<file path="src/rtl/wire_or_lines.sv">
// Per-channel manager for active-low open-drain wire-OR lines: drive, resync, glitch filter, edges, external-hold detection.
// Optional stuck-line detection is built when WIRE_OR_STUCK_DETECT_EN is defined.
module wire_or_lines #(
  parameter int unsigned CHANNELS       = 3,
  parameter int unsigned SYNC_STAGES    = 2,
  parameter int unsigned FILTER_CYCLES  = 4,
  parameter int unsigned RELEASE_CYCLES = 2,
  parameter int unsigned STUCK_CYCLES   = 65535
) (
  input  logic                clock_i,
  input  logic                reset_i,
  input  logic [CHANNELS-1:0] assert_i,
  input  logic [CHANNELS-1:0] line_n_i,
  output logic [CHANNELS-1:0] line_n_o,
  output logic [CHANNELS-1:0] line_n_oe,
  output logic [CHANNELS-1:0] line_o,
  output logic [CHANNELS-1:0] external_o,
  output logic [CHANNELS-1:0] rise_o,
  output logic [CHANNELS-1:0] fall_o,
  output logic [CHANNELS-1:0] stuck_o
);

  localparam int unsigned FW         = $clog2(FILTER_CYCLES + 1);
  localparam int unsigned BLANK_LOAD = RELEASE_CYCLES + SYNC_STAGES + FILTER_CYCLES;
  localparam int unsigned BW         = $clog2(BLANK_LOAD + 1);
  localparam logic [FW-1:0] FILT_LAST = FW'(FILTER_CYCLES - 1);
  localparam logic [BW-1:0] BLANK_INIT = BW'(BLANK_LOAD);

  logic [SYNC_STAGES-1:0] sync_q [CHANNELS];
  logic [FW-1:0]          filt_cnt [CHANNELS];
  logic [BW-1:0]          blank_cnt [CHANNELS];
  logic [CHANNELS-1:0]    sync_line;
  logic [CHANNELS-1:0]    change;
  logic [CHANNELS-1:0]    oe_q;
  logic [CHANNELS-1:0]    line_q;
  logic [CHANNELS-1:0]    ext_q;
  logic [CHANNELS-1:0]    rise_q;
  logic [CHANNELS-1:0]    fall_q;

  for (genvar i = 0; i < CHANNELS; i++) begin : g_chan
    assign sync_line[i] = ~sync_q[i][SYNC_STAGES-1];
    assign change[i]    = (sync_line[i] != line_q[i]) && (filt_cnt[i] == FILT_LAST);

    always_ff @(posedge clock_i or posedge reset_i) begin
      if (reset_i) begin
        sync_q[i] <= '1;
      end else begin
        sync_q[i] <= {sync_q[i][SYNC_STAGES-2:0], line_n_i[i]};
      end
    end

    always_ff @(posedge clock_i or posedge reset_i) begin
      if (reset_i) begin
        filt_cnt[i] <= '0;
        line_q[i]   <= 1'b0;
        rise_q[i]   <= 1'b0;
        fall_q[i]   <= 1'b0;
      end else begin
        rise_q[i] <= 1'b0;
        fall_q[i] <= 1'b0;
        if (sync_line[i] == line_q[i]) begin
          filt_cnt[i] <= '0;
        end else if (change[i]) begin
          line_q[i]   <= sync_line[i];
          filt_cnt[i] <= '0;
          rise_q[i]   <= sync_line[i];
          fall_q[i]   <= ~sync_line[i];
        end else begin
          filt_cnt[i] <= filt_cnt[i] + FW'(1);
        end
      end
    end

    // Blanking loads on the edge where the registered enable drops, so the
    // pull-up rise plus the full readback latency is masked after release.
    always_ff @(posedge clock_i or posedge reset_i) begin
      if (reset_i) begin
        oe_q[i]      <= 1'b0;
        blank_cnt[i] <= '0;
        ext_q[i]     <= 1'b0;
      end else begin
        oe_q[i] <= assert_i[i];
        if (assert_i[i]) begin
          blank_cnt[i] <= '0;
        end else if (oe_q[i]) begin
          blank_cnt[i] <= BLANK_INIT;
        end else if (blank_cnt[i] != '0) begin
          blank_cnt[i] <= blank_cnt[i] - BW'(1);
        end
        ext_q[i] <= line_q[i] & ~oe_q[i] & (blank_cnt[i] == '0);
      end
    end
  end

`ifdef WIRE_OR_STUCK_DETECT_EN
  localparam int unsigned SW = $clog2(STUCK_CYCLES + 1);
  localparam logic [SW-1:0] STUCK_MAX  = SW'(STUCK_CYCLES);
  localparam logic [SW-1:0] STUCK_LAST = SW'(STUCK_CYCLES - 1);

  logic [SW-1:0]       stuck_cnt [CHANNELS];
  logic [CHANNELS-1:0] stuck_q;

  for (genvar i = 0; i < CHANNELS; i++) begin : g_stuck
    always_ff @(posedge clock_i or posedge reset_i) begin
      if (reset_i) begin
        stuck_cnt[i] <= '0;
        stuck_q[i]   <= 1'b0;
      end else begin
        if (!ext_q[i]) begin
          stuck_cnt[i] <= '0;
        end else if (stuck_cnt[i] != STUCK_MAX) begin
          stuck_cnt[i] <= stuck_cnt[i] + SW'(1);
        end
        if (change[i] && !sync_line[i]) begin
          stuck_q[i] <= 1'b0;
        end else if (ext_q[i] && stuck_cnt[i] == STUCK_LAST) begin
          stuck_q[i] <= 1'b1;
        end
      end
    end
  end

  assign stuck_o = stuck_q;
`else
  assign stuck_o = '0;
`endif

  assign line_n_o   = '0;
  assign line_n_oe  = oe_q;
  assign line_o     = line_q;
  assign external_o = ext_q;
  assign rise_o     = rise_q;
  assign fall_o     = fall_q;

endmodule

</file>
<file path="config.mk">
export PLATFORM = sky130hd
export DESIGN_NAME = wire_or_lines
export DESIGN_NICKNAME = d
export VERILOG_FILES = /design/src/rtl/wire_or_lines.sv
export SDC_FILE = /design/constraint.sdc
export NUM_CORES = 1
export LEC_CHECK = 0
export ABC_CLOCK_PERIOD_IN_PS = 1500
export BUFFER_PORTS_ARGS = -buffer_cell sky130_fd_sc_hd__buf_4
export CAP_MARGIN = 30
export CORE_ASPECT_RATIO = 1.25
export CORE_MARGIN = 10
export CORE_UTILIZATION = 49
export DETAILED_ROUTE_END_ITERATION = 8
export PLACE_DENSITY = 0.72
export SYNTH_ARGS = -nofsm -noshare
export SYNTH_HDL_FRONTEND = slang
export SYNTH_SLANG_ARGS = --single-unit
</file>
<file path="constraint.sdc">
create_clock -name clock_i -period 1.5 [get_ports clock_i]
set_clock_uncertainty 0.05 [all_clocks]
set_input_delay 0.075 -clock clock_i [delete_from_list [all_inputs] [get_ports clock_i]]
set_output_delay 0.075 -clock clock_i [all_outputs]
set_load 0.02 [all_outputs]
</file>
[Word-level counts from Yosys, hierarchy flattened]
Cells that the tools add are included.
Operators by class
  eq/ne operators: 9
  bitwise gates (word level): 15
  reduce and logical (&&, ||, !) cells: 15
  muxes and demuxes: 27
  add/sub/neg operators: 6
Operators with widths (count)
  two-way mux 4 bit: 9
  two-way mux 3 bit: 6
  zero test 4 bit: 3
  two-way mux 1 bit: 12
  nonzero test 4 bit: 3
  subtractor 4 x 1 -> 4 bit, second input constant: 3
  adder 3 x 1 -> 3 bit, second input constant: 3
  == test 3 x 2 -> 1 bit, second input constant: 3
  inverter 1 bit: 9
  nonzero test 3 bit: 3
  bitwise AND 1 bit: 6
  AND reduction 2 bit: 3
  == test 1 bit: 3
  logical AND 1 bit: 3
  inequality test 1 bit: 3
Word-level totals
  bits of input ports: 8
  output and inout port bits: 21
  register bits after elaboration: 42

[Longest topological paths before layout]
Gate-level depths: netlist of the first run.
  depth after elaboration: 5
  mapped depth: 5
  mapped depth without buffers: 5

[Least setup slack after synthesis of the first run]
No wires, ideal clock.
  path type: register -> register
  start point: register blank_cnt[0] (netlist bit)
  end point: register blank_cnt[1] (netlist bit)
  path slack: -0.019 ns
  stages on the path, launching flop included: 5
  data arrival time: 1.358 ns
  library setup time: 0.111 ns
  cells stage by stage: dfrtp_1 -> inv_1 -> ha_1 -> or3b_4 -> a2111oi_2
Between the ends
  longest elaborated chain between the ends: 4
RTL lines
  start, declared: line 31  | logic [BW-1:0] blank_cnt [CHANNELS];
  start signal, assigned by index: line 88  | blank_cnt[i] <= blank_cnt[i] - BW'(1);
  subtractor 4 x 1 -> 4 bit: line 88
  two-way mux 4 bit: line 87  | end else if (blank_cnt[i] != '0) begin
  two-way mux 4 bit: line 85  | end else if (oe_q[i]) begin
  two-way mux 4 bit: line 83  | if (assert_i[i]) begin
Parallel ways exist; a longest one is shown, timed or not. The select of a mux whose other input is x is not followed.
A chain may end at the register's enable or synchronous reset.

[Worst setup path after layout of the first run]
  start point: register blank_cnt[1] (netlist bit)
  end point: register blank_cnt[1] (netlist bit)
Same word-level chain as after synthesis.

==> metrics, run 1 <==
outcome=finished with violations; failing checks=negative setup slack; IO Pins=29; DR DRC count=0; first-pass GRT wire length=5270 um; die height=85.5 um; commonest non-fill, non-tap cell in the layout=dfrtp_1; mapped cell area=between 1500 and 2000 sq um; post-DP HPWL=2060 um; EDFF count, synth=0; Site Rows=23; ratio of cells with drive above 1 in the final layout=33.7%; WP data required=~1.6 ns; Core Region=approximately 3300 sq um; RD Place Congestion=0.756; Worst Reg-to-Reg Cells=4; most frequent cells in the layout=dfrtp_1 (36), buf_4 (34), nor3_1 (16); port buffer count=22; min Tclk post-route=about 1.5 ns; final core utilization=67.8%; Via Count=approximately 1100; setup TNS=-0.0534 ns; Overflow after GRT=0; CP Launch Type=register; CTS Sinks=42; RSZ-0062 raised after global routing=true; Reg-to-Reg Start=blank_cnt[1]$_DFFE_PP0P_; Crit Path Max Fanout=4; hold endpoint=sync_q[3]$_DFF_PP1_; Syn Inst Count=133; wire length per cell=14.2 um; largest net degree at the start of global routing=43; max cap viols=0; critical path arrival=~1.7 ns; CTS max path bufs=2; post-layout net count=194; Final setup viols=2; worst slew pin tran=0.511 ns; CP endpoint kind=register; CTS tree=yes; sequential share of the synthesized area=63.0%; CTS Buf Count=5; Die Area=6190 sq um; starting density of the core=between 50 and 60%; vias in the first global route=1179; Routed Wire Length=slightly above 3000 um; width of the die=72.4 um; worst-skew pair later-pin latency=a little under 0.3 ns; min-delay src=sync_q[2]$_DFF_PP1_; DP Area=between 1500 and 2000 sq um; reg2reg setup slack=-0.03 ns; post-placement worst setup slack=-0.0344 ns; CTS H-tree lvls=2; #FFs+latches synth=42; fin. max-slew vios=0; fill count=233; setup ws final=-0.0339 ns; Clock Tree Root=clkbuf_8; vias per inst=~5; Clock transition at path regs=about 0.070 ns; drt initial violations=70; DR pass1 iterations=4; Syn-to-layout area delta=31.2%; yosys warns=0; period utilisation layout=102%; RR Endpoint=blank_cnt[1]$_DFFE_PP0P_; Syn Area/Cell=12.6 sq um; pwr dens=1470 nW/um^2; initial antenna violation count=0; Worst slew margin=approximately 66%; Min-Delay Path Class=register to register; Hold Violations, Final=0; Yosys cell types=22; peak supply drop=1.12 mV; top_reg_cell synth=dfrtp_1; hold path depth=0; WS Path Type=register to register; total track usage=between 10% and 20%; total chip power=3.25 mW; post-route cell area=about 2200 sq um; Leakage=approximately 1.0 nW; Fmax=roughly 650 MHz; Antenna diodes=0; post-route ant nets=0; async set or reset register ratio after synthesis=100%
[layout make-up]
type                       count  area (sq um)  area share [%]
multi-input combinational     82           638            28.9
clock buffer                   7          76.3            3.46
timing repair buffer          41           325            14.8
sequential                    42          1060            48.0
clock inverter                 1          30.0            1.36
inverter                       8          30.0            1.36
tap                           37          46.3            2.10
[cell usage after synthesis (5+ instances only)]
cell type | count | share of area [%]
inv_1 | 8 | 1.8
nor2b_1 | 5 | 1.9
nor3_1 | 18 | 5.4
ha_1 | 6 | 4.5
buf_4 | 6 | 2.7
dfstp_2 | 6 | 9.4
nor2_1 | 9 | 2.0
nor3b_1 | 9 | 4.0
dfrtp_1 | 36 | 54
[logic make-up after synthesis]
kind of cell	Yosys count	share of synthesized area, %
adder cells (fa/ha/maj)	6	4.47
multiplexers	3	1.86
other	1	0.223
buffers and inverters	14	4.47
AND/OR/NAND/NOR	52	17.8
AO/OA/AOI/OAI	9	5.06
flip-flops	42	63.0
XOR/XNOR	6	3.13
[what timing repair did]
item                                    in CTS  in global routing
setup buffers                                4                  2
pin swaps                                    3                  3
hold buffers                                 7                  0
endpoints found under the hold margin       54                  0
resized for setup                            4                  4
endpoints found under the setup margin       4                  7
[metal layers]
layer	routed length (um)	track usage, %	up-vias
met2	1620	18.0	19
met3	196	5.48	5
li1	-	-	536
met5	0	0	-
met1	1250	10.8	528
met4	42	5.02	0
[power by group]
part           total [mW]  internal [mW]  switching (mW)
sequential           1.46           1.32           0.140
combinational       0.940          0.460           0.479
clock               0.851          0.497           0.354
[flip-flops by register name (all words and copies together), names as in the netlist]
register    flops
external_o      3
filt_cnt        9
rise_o          3
sync_q          6
blank_cnt      12
line_o          3
line_n_oe       3
fall_o          3
[how the worst max path moves through the flow]
stage | cells past startpoint | from | end | slack, ns
after floorplan | 4 | blank_cnt[0]$_DFFE_PP0P_ | blank_cnt[1]$_DFFE_PP0P_ | 0.04
final | 4 | blank_cnt[1]$_DFFE_PP0P_ | blank_cnt[1]$_DFFE_PP0P_ | -0.03
after global placement | 4 | blank_cnt[9]$_DFFE_PP0P_ | blank_cnt[9]$_DFFE_PP0P_ | 0.05
after detailed placement | 4 | blank_cnt[1]$_DFFE_PP0P_ | blank_cnt[1]$_DFFE_PP0P_ | -0.03
after global routing | 5 | blank_cnt[5]$_DFFE_PP0P_ | blank_cnt[4]$_DFFE_PP0P_ | -0.1
after CTS | 4 | blank_cnt[1]$_DFFE_PP0P_ | blank_cnt[1]$_DFFE_PP0P_ | -0.03
[stage by stage]
| stage | hold WS (ns) | std cells |
|---|---|---|
| 2_1_floorplan | 0.0295 | 138 |
| 3_3_place_gp | 0.133 | 197 |
| 3_5_place_dp | 0.134 | 197 |
| 4_1_cts | 0.305 | 216 |
| 5_1_grt | 0.304 | 218 |
| 6_report | 0.302 | 218 |
[worst max-delay path, stage by stage, from the launching register on]
cell       delay, ns
dfrtp_1         0.39
inv_1           0.06
ha_2            0.16
or3b_4          0.43
a2111oi_4       0.33
Power figures use the tool's default switching activity.
==> run 2, diff against run 1 <==
ABC_CLOCK_PERIOD_IN_PS = 1600   (was 1500)
CORE_UTILIZATION = 50   (was 49)
PLACE_DENSITY = 0.7   (was 0.72)
clock period = 1.6 ns   (was 1.5 ns; I/O delays follow)
==> run 2 against run 1 <==
  * Register-to-register slack gained 0.06 ns
  * Setup slack better by 0.057 ns
  * Combinational power shrank 12%
  * The flow now finishes without violations
  * Final cell count decreased by 2.3%
==> metrics, run 2 (synthesis results as in run 1) <==
CP Launch Type=register; Final setup viols=0; RD Place Congestion=0.716; area occupied by multi-input gates=about 630 sq um; wire length per cell=about 15 um; ratio of cells with drive above 1 in the final layout=28.4%; drt initial violations=approximately 110; commonest non-fill, non-tap cell in the layout=dfrtp_1; Core Region=3220 sq um; clock share of power=27.0%; largest net degree at the start of global routing=43; DR pass1 iterations=4; register with the most flip-flops=blank_cnt; fin. max-slew vios=0; reg2reg setup slack=0.02 ns; IO Pins=29; pwr dens=1400 nW/um^2; Antenna diodes=0; Clock transition at path regs=about 0.07 ns; Die Area=between 6000 and 7000 sq um; WS Path Type=register to register; most frequent cells in the layout=dfrtp_1 (36), buf_4 (29), nor3_1 (18); die height=84.8 um; initial antenna violation count=0; peak supply drop=between 1 and 1.5 mV; Cell Int Power=2.10 mW; min-delay src=sync_q[4]$_DFF_PP1_; post-placement worst setup slack=-0.0193 ns; fill count=246; sequential power share=45.5%; vias per inst=roughly 5.2; Routed Wire Length=~3200 um; FF+latch area=1060 sq um; post-DP HPWL=2170 um; CP endpoint kind=register; Fmax=634 MHz; starting density of the core=52.1%; vias in the first global route=1187; Site Rows=23; NetSw=~910 uW; Leakage=a little over 1 nW; WP data required=1.74 ns; max FFs per register=12; DR DRC count=0; first-pass GRT wire length=5260 um; switching share of power=30.2%; worst slew pin tran=a little over 0.5 ns; Clock Tree Root=clkbuf_8; worst-skew pair later-pin latency=about 0.3 ns; setup ws final=around 0.023 ns; post-layout net count=between 150 and 200; Min-Delay Path Class=register to register; CTS Sinks=42; Reg-to-Reg Start=blank_cnt[9]$_DFFE_PP0P_; Top Registers=blank_cnt x12, filt_cnt x9, sync_q x6; Min Hold Slack=0.306 ns; Hold Violations, Final=0; CTS H-tree lvls=2; port buffer count=22; Crit Path Max Fanout=4; max cap viols=0; Worst Reg-to-Reg Cells=4; Via Count=1099; hold path depth=0; RR Endpoint=blank_cnt[9]$_DFFE_PP0P_; CTS Buf Count=5; hold endpoint=sync_q[5]$_DFF_PP1_; width of the die=71.9 um; Logic pwr share=27.5%; total track usage=10.9%; total chip power=3.02 mW; CTS max path bufs=2; CTS tree=yes; Worst slew margin=between 60 and 70%; Overflow after GRT=0; outcome=complete, no violations; min Tclk post-route=1.58 ns; Syn-to-layout area delta=28.4%; critical path arrival=1.71 ns; post-route ant nets=0; period utilisation layout=98.6%
## run 2: changes by cell type in the layout (fill, tap and decap cells not counted), moves of 2 or more
cell     change
xnor2_1      +2
ha_2         -3
ha_4         +2
nor3_1       +2
buf_4        -5
xnor2_2      -2
nor3_2       -2
## run 2: metrics by stage
| step | instance area (sq um) | cells | util [%] | setup TNS [ns] |
|---|---|---|---|---|
| floorplan | 1700 | 138 | - | 0 |
| global placement | 1890 | 194 | 58.6 | 0 |
| detailed placement | 1890 | 194 | 58.6 | -0.0193 |
| CTS | 2080 | 211 | 64.6 | 0 |
| global route | 2160 | 213 | 66.9 | -0.0339 |
| finish | 2160 | 213 | 66.9 | 0 |
## run 2: area by class of cell
class	instances	area share, %
sequential	42	49.1
multi-input combinational	82	29.1
timing repair buffer	36	13.3
clock buffer	7	3.54
tap	37	2.15
clock inverter	1	1.39
inverter	8	1.39
## run 2: worst max path at each step
stage                                         from                       end  slack [ns]  cells past startpoint
final                     blank_cnt[9]$_DFFE_PP0P_  blank_cnt[9]$_DFFE_PP0P_        0.02                      4
after global routing      blank_cnt[0]$_DFFE_PP0P_  blank_cnt[1]$_DFFE_PP0P_       -0.02                      4
after CTS                 blank_cnt[0]$_DFFE_PP0P_  blank_cnt[1]$_DFFE_PP0P_        0.01                      4
after detailed placement  blank_cnt[8]$_DFFE_PP0P_  blank_cnt[9]$_DFFE_PP0P_       -0.02                      4
after global placement    blank_cnt[8]$_DFFE_PP0P_  blank_cnt[9]$_DFFE_PP0P_        0.07                      4
after floorplan           blank_cnt[0]$_DFFE_PP0P_  blank_cnt[1]$_DFFE_PP0P_        0.08                      4
## run 2: routing by layer
metal  global-route usage [%]  part of all wire (%)  vias to the layer above
li1                         -                     -                      524
met1                     10.5                    37                      543
met2                     18.6                    55                       25
met3                     4.78                   5.4                        7
met4                     6.17                   2.1                        0
met5                        0                     0                        -
## run 2: worst max-delay path, cell delays in order (launching register included)
cell and delay (ns):
dfrtp_1 0.38, inv_1 0.10, ha_4 0.16, or3b_4 0.42, a2111oi_4 0.36
## run 2: power by group through the flow
stage	Combinational, mW	Clock [mW]	Sequential, mW
4_1_cts	0.766	0.841	1.37
6_report	0.830	0.816	1.37
3_3_place_gp	0.698	0	1.38
3_5_place_dp	0.730	0	1.39
5_1_grt	0.921	0.882	1.40
2_1_floorplan	0.449	0	1.44
## run 2: repair_timing
action | in CTS | in global routing
endpoints found under the hold margin | 54 | 0
hold buffers | 7 | 0
endpoints found under the setup margin | 1 | 3
buffers inserted | 2 | 2
pin swaps | 0 | 1
resized for setup | 1 | 6
